===== config.mk =====
export PLATFORM = sky130hd
export DESIGN_NAME = fb_writer
export DESIGN_NICKNAME = d
export VERILOG_FILES = /design/src/rtl/fb_pkg.sv /design/src/rtl/fb_addr_gen.sv /design/src/rtl/fb_writer.sv
export SDC_FILE = /design/constraint.sdc
export NUM_CORES = 1
export LEC_CHECK = 0
export CAP_MARGIN = 20
export CORE_MARGIN = 3
export CORE_UTILIZATION = 47
export DETAILED_ROUTE_END_ITERATION = 8
export GPL_TIMING_DRIVEN = 1
export PLACE_DENSITY = 0.73
export SLEW_MARGIN = 20
export SYNTH_ARGS = -nofsm -noshare
export SYNTH_HDL_FRONTEND = slang
export SYNTH_SLANG_ARGS = --single-unit

===== constraint.sdc =====
create_clock -name vga_clk_25 -period 1.9 [get_ports vga_clk_25]
set_clock_uncertainty 0.05 [all_clocks]
set_input_delay 0.38 -clock vga_clk_25 [delete_from_list [all_inputs] [get_ports vga_clk_25]]
set_output_delay 0.38 -clock vga_clk_25 [all_outputs]
set_load 0.03 [all_outputs]

===== src/rtl/fb_pkg.sv =====
// Framebuffer geometry and write-engine types shared with the VGA scan-out engine.
// FB_WRITER_DECIMATE_EN selects 2:1 decimation of a double-size input raster.
package fb_pkg;

    localparam int unsigned FB_WIDTH  = 320;
    localparam int unsigned FB_HEIGHT = 240;
    localparam int unsigned ADDR_W    = 17;
    localparam int unsigned PIX_W     = 3;

`ifdef FB_WRITER_DECIMATE_EN
    localparam int unsigned DEC = 2;
`else
    localparam int unsigned DEC = 1;
`endif

    // Input raster size; line checks and padding run in input coordinates.
    localparam int unsigned IN_W  = FB_WIDTH * DEC;
    localparam int unsigned IN_H  = FB_HEIGHT * DEC;
    localparam int unsigned COL_W = $clog2(IN_W + 1);
    localparam int unsigned ROW_W = $clog2(IN_H + 1);

    typedef enum logic [1:0] {
        ST_IDLE,
        ST_WRITE,
        ST_DROP,
        ST_PAD
    } fb_writer_state_t;

    typedef struct packed {
        logic [ADDR_W-1:0] addr;
        logic [PIX_W-1:0]  data;
    } fb_wr_t;

endpackage


===== src/rtl/fb_addr_gen.sv =====
// Input row/column tracking and running framebuffer write address.
// The address only advances on real writes, so no multiplier is needed.
module fb_addr_gen
    import fb_pkg::*;
(
    input  logic              vga_clk_25,
    input  logic              reset_n,
    input  logic              start,
    input  logic              step,
    input  logic              close,
    input  logic              inc,
    output logic [ADDR_W-1:0] addr,
    output logic              col_last,
    output logic              col_end,
    output logic              row_last,
    output logic              pix_kept
);

    logic [COL_W-1:0] col;
    logic [ROW_W-1:0] row;

    // start means pixel (0,0) has just been consumed and written
    always_ff @(posedge vga_clk_25) begin
        if (!reset_n) begin
            col  <= '0;
            row  <= '0;
            addr <= '0;
        end else if (start) begin
            col  <= COL_W'(1);
            row  <= '0;
            addr <= ADDR_W'(1);
        end else begin
            if (close) begin
                col <= '0;
                row <= row + ROW_W'(1);
            end else if (step) begin
                col <= col + COL_W'(1);
            end
            if (inc) begin
                addr <= addr + ADDR_W'(1);
            end
        end
    end

    assign col_last = (col == COL_W'(IN_W - 1));
    assign col_end  = (col == COL_W'(IN_W));
    assign row_last = (row == ROW_W'(IN_H - 1));
    assign pix_kept = (DEC == 1) || (!row[0] && !col[0]);

endmodule


===== src/rtl/fb_writer.sv =====
// Framebuffer write engine: raster pixel stream in, exactly one full frame of writes out.
// Build with FB_WRITER_DECIMATE_EN to accept 2x-size frames and keep even rows/columns.
module fb_writer
    import fb_pkg::*;
(
    input  logic              vga_clk_25,
    input  logic              reset_n,
    input  logic              enable,
    input  logic              s_valid,
    output logic              s_ready,
    input  logic [PIX_W-1:0]  s_data,
    input  logic              s_sof,
    input  logic              s_eol,
    output logic              wr_en,
    output logic [ADDR_W-1:0] wr_addr,
    output logic [PIX_W-1:0]  wr_data,
    output logic              frame_done,
    output logic              line_err,
    output logic              busy
);

    fb_writer_state_t state;
    fb_writer_state_t nxt;

    logic              xfer;
    logic              wr_v;
    fb_wr_t            wr;
    logic              restart;
    logic              start;
    logic              step;
    logic              close;
    logic              err;
    logic              done;
    logic              done_pend;
    logic [ADDR_W-1:0] addr;
    logic              col_last;
    logic              col_end;
    logic              row_last;
    logic              pix_kept;

    assign xfer = s_valid && s_ready;

    fb_addr_gen u_addr_gen (
        .vga_clk_25 (vga_clk_25),
        .reset_n    (reset_n),
        .start      (start),
        .step       (step),
        .close      (close),
        .inc        (wr_v),
        .addr       (addr),
        .col_last   (col_last),
        .col_end    (col_end),
        .row_last   (row_last),
        .pix_kept   (pix_kept)
    );

    // Next-state and write decode
    always_comb begin
        nxt     = state;
        wr_v    = 1'b0;
        wr.addr = addr;
        wr.data = '0;
        restart = 1'b0;
        start   = 1'b0;
        step    = 1'b0;
        close   = 1'b0;
        err     = 1'b0;
        done    = 1'b0;

        case (state)
            ST_IDLE: begin
                restart = xfer && s_sof && enable;
            end
            ST_WRITE: begin
                if (xfer) begin
                    if (s_sof) begin
                        restart = 1'b1;
                        err     = 1'b1;
                    end else if (col_end) begin
                        err = 1'b1;
                        if (s_eol) close = 1'b1;
                        else       nxt   = ST_DROP;
                    end else begin
                        wr_v    = pix_kept;
                        wr.data = s_data;
                        if (s_eol && !col_last) begin
                            err  = 1'b1;
                            step = 1'b1;
                            nxt  = ST_PAD;
                        end else if (s_eol) begin
                            close = 1'b1;
                        end else begin
                            step = 1'b1;
                        end
                    end
                end
            end
            ST_DROP: begin
                if (xfer) begin
                    if (s_sof) begin
                        restart = 1'b1;
                        err     = 1'b1;
                    end else if (s_eol) begin
                        close = 1'b1;
                    end
                end
            end
            ST_PAD: begin
                // A held sof aborts the pad; IDLE then accepts it and writes it at address 0.
                if (s_valid && s_sof) begin
                    err = 1'b1;
                    nxt = ST_IDLE;
                end else begin
                    wr_v = pix_kept;
                    if (col_last) close = 1'b1;
                    else          step  = 1'b1;
                end
            end
            default: nxt = ST_IDLE;
        endcase

        if (restart) begin
            wr_v    = 1'b1;
            wr.addr = '0;
            wr.data = s_data;
            start   = 1'b1;
            nxt     = s_eol ? ST_PAD : ST_WRITE;
            if (s_eol) err = 1'b1;
        end

        if (close) begin
            nxt  = row_last ? ST_IDLE : ST_WRITE;
            done = row_last;
        end
    end

    // State and registered outputs; frame_done trails the final write by one cycle
    always_ff @(posedge vga_clk_25) begin
        if (!reset_n) begin
            state      <= ST_IDLE;
            s_ready    <= 1'b0;
            busy       <= 1'b0;
            wr_en      <= 1'b0;
            wr_addr    <= '0;
            wr_data    <= '0;
            line_err   <= 1'b0;
            done_pend  <= 1'b0;
            frame_done <= 1'b0;
        end else begin
            state      <= nxt;
            s_ready    <= (nxt != ST_PAD);
            busy       <= (nxt != ST_IDLE);
            wr_en      <= wr_v;
            line_err   <= err;
            done_pend  <= done;
            frame_done <= done_pend;
            if (wr_v) begin
                wr_addr <= wr.addr;
                wr_data <= wr.data;
            end
        end
    end

endmodule


# == Yosys cells after proc, flatten, opt, wreduce, memory -nomap -nowiden ==
# Index checks and enable logic that the tools add are counted.
# op_classes
reduce_logical,14
add_sub_neg,3
n_eq_ne,7
mux,57
bitwise,1
# op_table
cell,count
2-to-1 mux 1 bit,37
2-to-1 mux 20 bit,1
== test 9 bit (second input constant),2
2-to-1 mux 2 bit,9
adder 17 x 1 -> 17 bit (second input constant),1
2-to-1 mux 3 bit,4
adder 9 x 1 -> 9 bit (second input constant),1
adder 8 x 1 -> 8 bit (second input constant),1
== test 8 bit (second input constant),1
one-hot mux 1 bit (2 select lines),3
one-hot mux 1 bit (3 select lines),2
logical AND 1 bit,5
== test 2 bit (second input constant),2
one-hot mux 2 bit (2 select lines),1
nonzero test 2 bit,2
OR reduction 2 bit,2
nonzero test 3 bit,1
OR reduction 3 bit,1
== test 2 x 1 -> 1 bit (second input constant),1
logical NOT 2 bit,1
!= test 2 bit (second input constant),1
AND reduction 2 bit,1
logical NOT 1 bit,1
inverter 1 bit,1
# word_totals
reg_bits,62
word_cells,96
out_inout_bits,25

# == Logic depth before layout (Yosys ltp) ==
# Gate-level depths: netlist of the first run.
# logic_depth
ltp_word,11
ltp_mapped,9
depth_no_buf,7

# == Modules after synthesis ==
# From an unflattened synthesis of the first run, not the netlist that was laid out.
# hier_totals
cells_unflattened,299
area_unflattened_um2,2825.2
# modules_own_cells
mod,instances,seq_area_each_um2,area_per_inst_um2,cells_each
fb_addr_gen,1,680.7,1625.3,185
fb_writer,1,560.5,1199.9,114

# == Least setup slack after synthesis of the first run ==
# Ideal clock, no wire load.
# synth_path
path_type,register to register
start,register u_addr_gen.col[0]
end,register wr_addr[14]
setup_ns,0.071
arrival_time_ns,1.980
path_buffers,2
setup_slack_ns,-0.200
path_stages_with_launch,10
cell_sequence,dfxtp_1 -> inv_1 -> ha_1 -> nor4bb_4 -> a211oi_4 -> or2_1 -> clkbuf_1 -> clkbuf_1 -> nand2_1 -> a21oi_1
# synth_between
elab_chain_len,6
# synth_rtl
item,line,text
from (decl),fb_addr_gen.sv:19,logic [COL_W-1:0] col;
from (signal assigned),fb_addr_gen.sv:37,col <= col + COL_W'(1);
== test 9 bit,fb_addr_gen.sv:46,assign col_end = (col == COL_W'(IN_W));
2-to-1 mux 1 bit,fb_writer.sv:79,end else if (col_end) begin
2-to-1 mux 1 bit,fb_writer.sv:76,if (s_sof) begin
2-to-1 mux 1 bit,fb_writer.sv:75,if (xfer) begin
one-hot mux 1 bit (2 select lines),fb_writer.sv:70,case (state)
2-to-1 mux 1 bit,fb_writer.sv:122,if (restart) begin
to (signal assigned),fb_writer.sv:158,wr_addr <= wr.addr;
to (decl),fb_writer.sv:15,"output logic [ADDR_W-1:0] wr_addr,"
# Every way passes these cells.
# A chain may end at the register's enable or synchronous reset.

# == Final worst setup path of the first run ==
# layout_path
start,register u_addr_gen.col[0]
end,register u_addr_gen.col[4]
# layout_between
elab_chain_len,9
elab_cells_between_ends,20
cone_classes,add/sub: 1; eq/ne: 2; mux: 14; reduce/logical: 3
# layout_rtl
item,line,text
== test 9 bit,fb_addr_gen.sv:45,assign col_last = (col == COL_W'(IN_W - 1));
logical NOT 1 bit,fb_writer.sv:86,if (s_eol && !col_last) begin
logical AND 1 bit,fb_writer.sv:86,
2-to-1 mux 1 bit,fb_writer.sv:86,
2-to-1 mux 1 bit,fb_writer.sv:79,
2-to-1 mux 1 bit,fb_writer.sv:76,
2-to-1 mux 1 bit,fb_writer.sv:75,
one-hot mux 1 bit (3 select lines),fb_writer.sv:70,
OR reduction 3 bit (no line),n/a,
# Parallel ways exist; a longest one is shown, timed or not.

==> results.cfg, run 1 <==
[drt]
wirelength_um = 11550
drt_iter0_markers = 274
postRouteAntennaNets = 0
detail_route.drc_violations = 0
dr_total_vias = 3531
drtPass1Iterations = 5
viasPerCell = 6.432
wl_per_cell_um = 21.05

[critical_path]
required_ns = 2.13
crit_type = reg -> reg
r2r_setup_slack_ns = -0.38
critPathLaunch = u_addr_gen.col[0]
crit_path_end_kind = register
r2r_cells = 10
critPathMaxFanout = 5
reg2reg_from = u_addr_gen.col[0]
r2r_end = u_addr_gen.col[4]
worst_setup_path_start_kind = register
crit_arrival_ns = 2.51

[status]
violations = negative setup slack
outcome = complete, but fails checks

[synthesis]
synth_flop_cell = dfxtp_1
synth_warnings = 0
synth.ff_latch_count = 62
syn_nets = 367
synth-seq-area-share_pct = 42.32
synth_common_cells = dfxtp_1 (62), nand2_1 (55), a21oi_1 (46)
yosys.area.top_type_share_pct = 42.32
synth_edf_count = 0
yosysTopAreaCell = dfxtp_1
avgSynthCellArea_um2 = 8.403
synth.area.top_cells = dfxtp_1 (42%), a21oi_1 (7.8%), nand2_1 (7.0%)
synthDistinctLibCells = 56
syn-cell-area_um2 = 2933
async_flop_share_pct = 0
yosysMostFrequentCell = dfxtp_1
synth_cells = 349

[floorplanning]
rows = 28
die_w_um = 85.00
io_pins = 34
fp.dieArea_um2 = 7224
die_h_um = 85.00
coreArea_um2 = 5991
start_util_pct = 48.96

[layout]
final_util_pct = 83.46
nets = 487
num-fill-cells = 295
antenna_cells = 0
drive_above_1_share_pct = 44.94
area_delta_synth_final_pct = 70.48

[timing]
timing.slew.headroom_pct = 58.89
maxSlewViolCount = 0
rsz0062_at_grt = yes
period_minus_slack_ns = 2.280
clock.fmax_ghz = 0.4386
worst_pin_slew_ns = 0.6166
setup_viol = 58
fin_crit_sh_pct = 120.0
setup_slack_ns = -0.3798
hold_violations = 0

[clocking]
cts-root-buf = clkbuf_8
htreeDepth = 3
numCtsBuffers = 9
cts_tree = done
cts_sinks = 62
clock_path_buffers = 2
clk_pin_slew_ns = 0.08
clk_latency_ns = 0.36

[hold_path]
min_path_type = reg -> reg
hold_start = wr_addr[16]
whs_path_depth = 2
hold_end = wr_addr[16]

[place]
gp_congestion = 0.9222
place_hpwl_um = 5400
portBuffers = 33

[grt]
groute.usage.overall_pct = 24.50
grt_max_degree = 22
antenna_found_initial = 0
grt-ovfl-total = 0
first_global_vias = 3181
grt_pass1_wl_um = 14460

[job]
cap_viol_max_count = 0

[power]
p_leak_nw = 1.860
powerDensity_nw_per_um2 = 558.4
ir_drop_uv = 511.7
p_total_mw = 2.792
sequential cells by signal (all words and copies together), names as in the netlist:
| signal | cells |
|---|---|
| wr_en | 1 |
| done_pend | 1 |
| wr_addr | 17 |
| busy | 1 |
| u_addr_gen.row | 8 |
| state | 2 |
| s_ready | 1 |
| wr_data | 3 |
| u_addr_gen.addr | 17 |
| line_err | 1 |
| frame_done | 1 |
| u_addr_gen.col | 9 |
cells by family after synthesis:
kind of cell | share of synthesized area, %
and+or+nand+nor | 25.21
AOI/OAI and AO/OA | 22.27
DFF | 42.32
buffers and inverters | 3.584
adders and majority gates | 3.840
xor gates and xnor gates | 2.090
muxes | 0.6826
stage by stage:
stage | worst slack, ns | area, um^2 | hold slack, ns | cells | setup TNS [ns]
after floorplan | -0.09124 | 3019 | 0.3618 | 349 | -0.2815
after detailed placement | -0.5104 | 3904 | 0.3871 | 511 | -22.67
after global routing | -0.4269 | 5000 | 0.4346 | 549 | -13.86
final | -0.3798 | 5000 | 0.4083 | 549 | -10.77
after global placement | -0.4403 | 3904 | 0.3786 | 511 | -19.76
after CTS | -0.2161 | 4404 | 0.4060 | 538 | -5.579
repair_timing:
| action | in CTS | in global routing |
|---|---|---|
| gates cloned | 1 | 4 |
| hold buffers | 0 | 0 |
| resized for setup | 38 | 109 |
| setup endpoints to repair | 55 | 61 |
| pin swaps | 30 | 47 |
| setup buffers | 10 | 8 |
report_power, final:
| group | internal, mW | switching [mW] |
|---|---|---|
| Clock | 0.672 | 0.555 |
| Combinational | 0.115 | 0.138 |
| Sequential | 1.31 | 0.00598 |
per-layer routing:
metal  up-vias  routed length [um]  track usage, %
met1      1693                4229           28.53
met2       249                5882           43.15
met5         -                   0               0
met4         0                 545           10.22
met3        64                 896           5.437
li1       1525                   -               -
area by class of cell:
| type | count | area [um^2] | share of cell area [%] |
|---|---|---|---|
| clock inverter | 4 | 45.04 | 0.9009 |
| tap | 75 | 93.84 | 1.877 |
| timing repair buffer | 122 | 1179 | 23.57 |
| multi-input combinational | 262 | 2235 | 44.69 |
| sequential | 62 | 1247 | 24.95 |
| clock buffer | 12 | 155.1 | 3.103 |
| inverter | 12 | 45.04 | 0.9009 |
cell usage in the layout (no fill, tap or decap), types with 6 or more instances in the layout:
cell type,Yosys,final
nand3_1,15,11
or4_1,9,8
nand4_1,6,6
or3_1,14,11
buf_4,0,62
clkbuf_8,0,11
buf_6,0,18
a21oi_1,46,17
clkdlybuf4s50_1,0,33
inv_1,11,8
nand2_4,0,9
nor2_1,18,14
nand2_1,55,35
dfxtp_1,62,57
o21ai_0,19,13
nand2_2,0,11
a21oi_2,0,27
worst max-delay path, cell delays in order (launching register included):
cell	delay [ns]
dfxtp_2	0.35
inv_2	0.06
ha_4	0.15
nor4bb_4	0.14
buf_4	0.17
buf_6	0.12
a211oi_4	0.33
buf_6	0.16
o221ai_4	0.13
or3_1	0.38
a21oi_1	0.17
worst max-delay path by stage:
stage	cells past startpoint	slack [ns]	endpoint
after floorplan	7	-0.09	u_addr_gen.col[5]
after global placement	6	-0.44	busy
after detailed placement	7	-0.51	u_addr_gen.addr[16]
after CTS	9	-0.22	u_addr_gen.col[5]
after global routing	11	-0.43	u_addr_gen.col[4]
final	10	-0.38	u_addr_gen.col[4]
Power figures use the tool's default switching activity.
==> run 2, diff against run 1 <==
--- a/config.mk
+++ b/config.mk
@@ -7,10 +7,11 @@
 export LEC_CHECK = 0
 export CAP_MARGIN = 20
 export CORE_MARGIN = 3
-export CORE_UTILIZATION = 47
+export CORE_UTILIZATION = 45
 export DETAILED_ROUTE_END_ITERATION = 8
+export GPL_ROUTABILITY_DRIVEN = 0
 export GPL_TIMING_DRIVEN = 1
-export PLACE_DENSITY = 0.73
+export PLACE_DENSITY = 0.71
 export SLEW_MARGIN = 20
 export SYNTH_ARGS = -nofsm -noshare
 export SYNTH_HDL_FRONTEND = slang
==> results.cfg, run 2 (synthesis gave the netlist of run 1 again) <==
[status]
outcome = complete, but fails checks
violations = negative setup slack

[grt]
groute.usage.overall_pct = 22.79
grt_pass1_wl_um = 13410
grt_max_degree = 16
antenna_found_initial = 0
first_global_vias = 2910
grt-ovfl-total = 0

[critical_path]
crit_chain = inv_2, ha_4, nor4bb_4, buf_6, a211oi_4, buf_6, buf_4, a311oi_2, a21oi_1, buf_4, o311a_1
worst_setup_path_start_kind = register
worst-path-buf-inv = 5
critPathMaxFanout = 6
crit_type = reg -> reg
crit_arrival_ns = 2.34
max_stage_delay_ns = 0.33
crit_family = buffers and inverters
required_ns = 2.09
crit_path_end_kind = register
slowest_stage = dfxtp_2

[layout]
final_area_um2 = 4688
final_cell_mix = buf_4 (59), dfxtp_1 (56), nand2_1 (53), clkdlybuf4s50_1 (33), a21oi_1 (31)
antenna_cells = 0
drive_above_1_share_pct = 37.15
final_common_cell = buf_4
reg_top3 = u_addr_gen.addr (17), wr_addr (17), u_addr_gen.col (9)
area_delta_synth_final_pct = 59.86
nets = 476
num-fill-cells = 391

[place]
portBuffers = 33
dpl_cell_area_um2 = 3904
place_hpwl_um = 5343
pre_cts_ws_ns = -0.6431

[drt]
detail_route.drc_violations = 0
dr_total_vias = 3169
drtPass1Iterations = 5
postRouteAntennaNets = 0
viasPerCell = 5.890
drt_iter0_markers = 172
wl_per_cell_um = 18.03
wirelength_um = 9699

[clocking]
clock_path_buffers = 2
clk_latency_ns = 0.35
cts-root-buf = clkbuf_8
cts_hold_buf = 0
htreeDepth = 3
clk_pin_slew_ns = 0.07
cts_tree = done
cts_sinks = 62
numCtsBuffers = 9

[timing]
hold_violations = 0
tns_ns = -5.244
worst_pin_slew_ns = 0.4114
rsz0062_at_grt = yes
timing.slew.headroom_pct = 72.57
fin_hold_ws_ns = 0.3996
clock.fmax_ghz = 0.4647
setup_slack_ns = -0.2520
maxSlewViolCount = 0
fin_crit_sh_pct = 113.3
period_minus_slack_ns = 2.152
setup_viol = 54

[floorplanning]
coreArea_um2 = 6131
die_h_um = 86.73
fp.dieArea_um2 = 7522
start_util_pct = 47.84
die_w_um = 86.73
io_pins = 34
rows = 28

[power]
clkPwrFrac_pct = 40.3
p_int_mw = 1.911
combPwrFrac_pct = 8.8
ir_drop_uv = 427.5
power.switching_mw = 0.6688
pwr-share-seq_pct = 50.9
switching_share_pct = 25.93
p_leak_nw = 1.596
powerDensity_nw_per_um2 = 550.2

[hold_path]
min_path_type = reg -> reg

[job]
cap_viol_max_count = 0
==> run 2: cell count changes in the layout (fill, tap and decap cells not counted), sizes merged <==
cell / delta
buf: -9
clkbuf: -2
clkinvlp: +1
bufinv: -1
==> run 2: stage by stage <==
stage,utilization (%),power [mW],std cells
2_1_floorplan,-,1.416,349
3_3_place_gp,63.67,1.509,511
3_5_place_dp,63.67,1.512,511
4_1_cts,70.49,2.544,532
5_1_grt,76.47,2.676,538
6_report,76.47,2.579,538
==> run 2: power by group through the flow <==
stage,registers (mW),logic (mW),clock network (mW)
finish,1.31,0.228,1.04
global route,1.31,0.238,1.12
CTS,1.31,0.192,1.04
detailed placement,1.34,0.169,0
global placement,1.34,0.166,0
floorplan,1.35,0.0645,0
==> run 2: per-layer routing <==
layer,share of wire (%),GRT usage (%),vias up
li1,-,-,1506
met1,41,27.78,1496
met2,50,37.55,128
met3,4.9,5.703,39
met4,4.3,10.76,0
met5,0,0,-
==> run 2: path summary, 6_finish.rpt <==
path	cells past startpoint	startpoint	end	slack [ns]
hold / removal	1	done_pend	frame_done	0.40
setup reg to reg	11	u_addr_gen.col[0]	busy	-0.25
hold reg to reg	1	done_pend	frame_done	0.40
setup / recovery	11	u_addr_gen.col[0]	busy	-0.25
==> run 2: what timing repair did <==
item	CTS	global route
pin swaps	7	27
setup buffers	4	5
endpoints found under the hold margin	0	0
endpoints found under the setup margin	37	58
gates cloned	1	1
resized for setup	37	63
==> run 2: worst reg2reg max path: cells and delay by family, from the launching register on <==
family | cells | cell delay (ns)
adders and majority gates | 1 | 0.13
DFF | 1 | 0.33
buffers and inverters | 5 | 0.69
AOI/OAI and AO/OA | 4 | 0.65
and+or+nand+nor | 1 | 0.21
==> run 2: final cells by class <==
type	instances	area (um^2)	share of cell area, %
repair buffers	111	1018	21.72
multi-input cells	262	2112	45.05
inverters	12	45.04	0.9608
well taps	75	93.84	2.002
flip-flops and latches	62	1251	26.69
clock inverters	4	22.52	0.4804
clock buffers	12	145.1	3.096
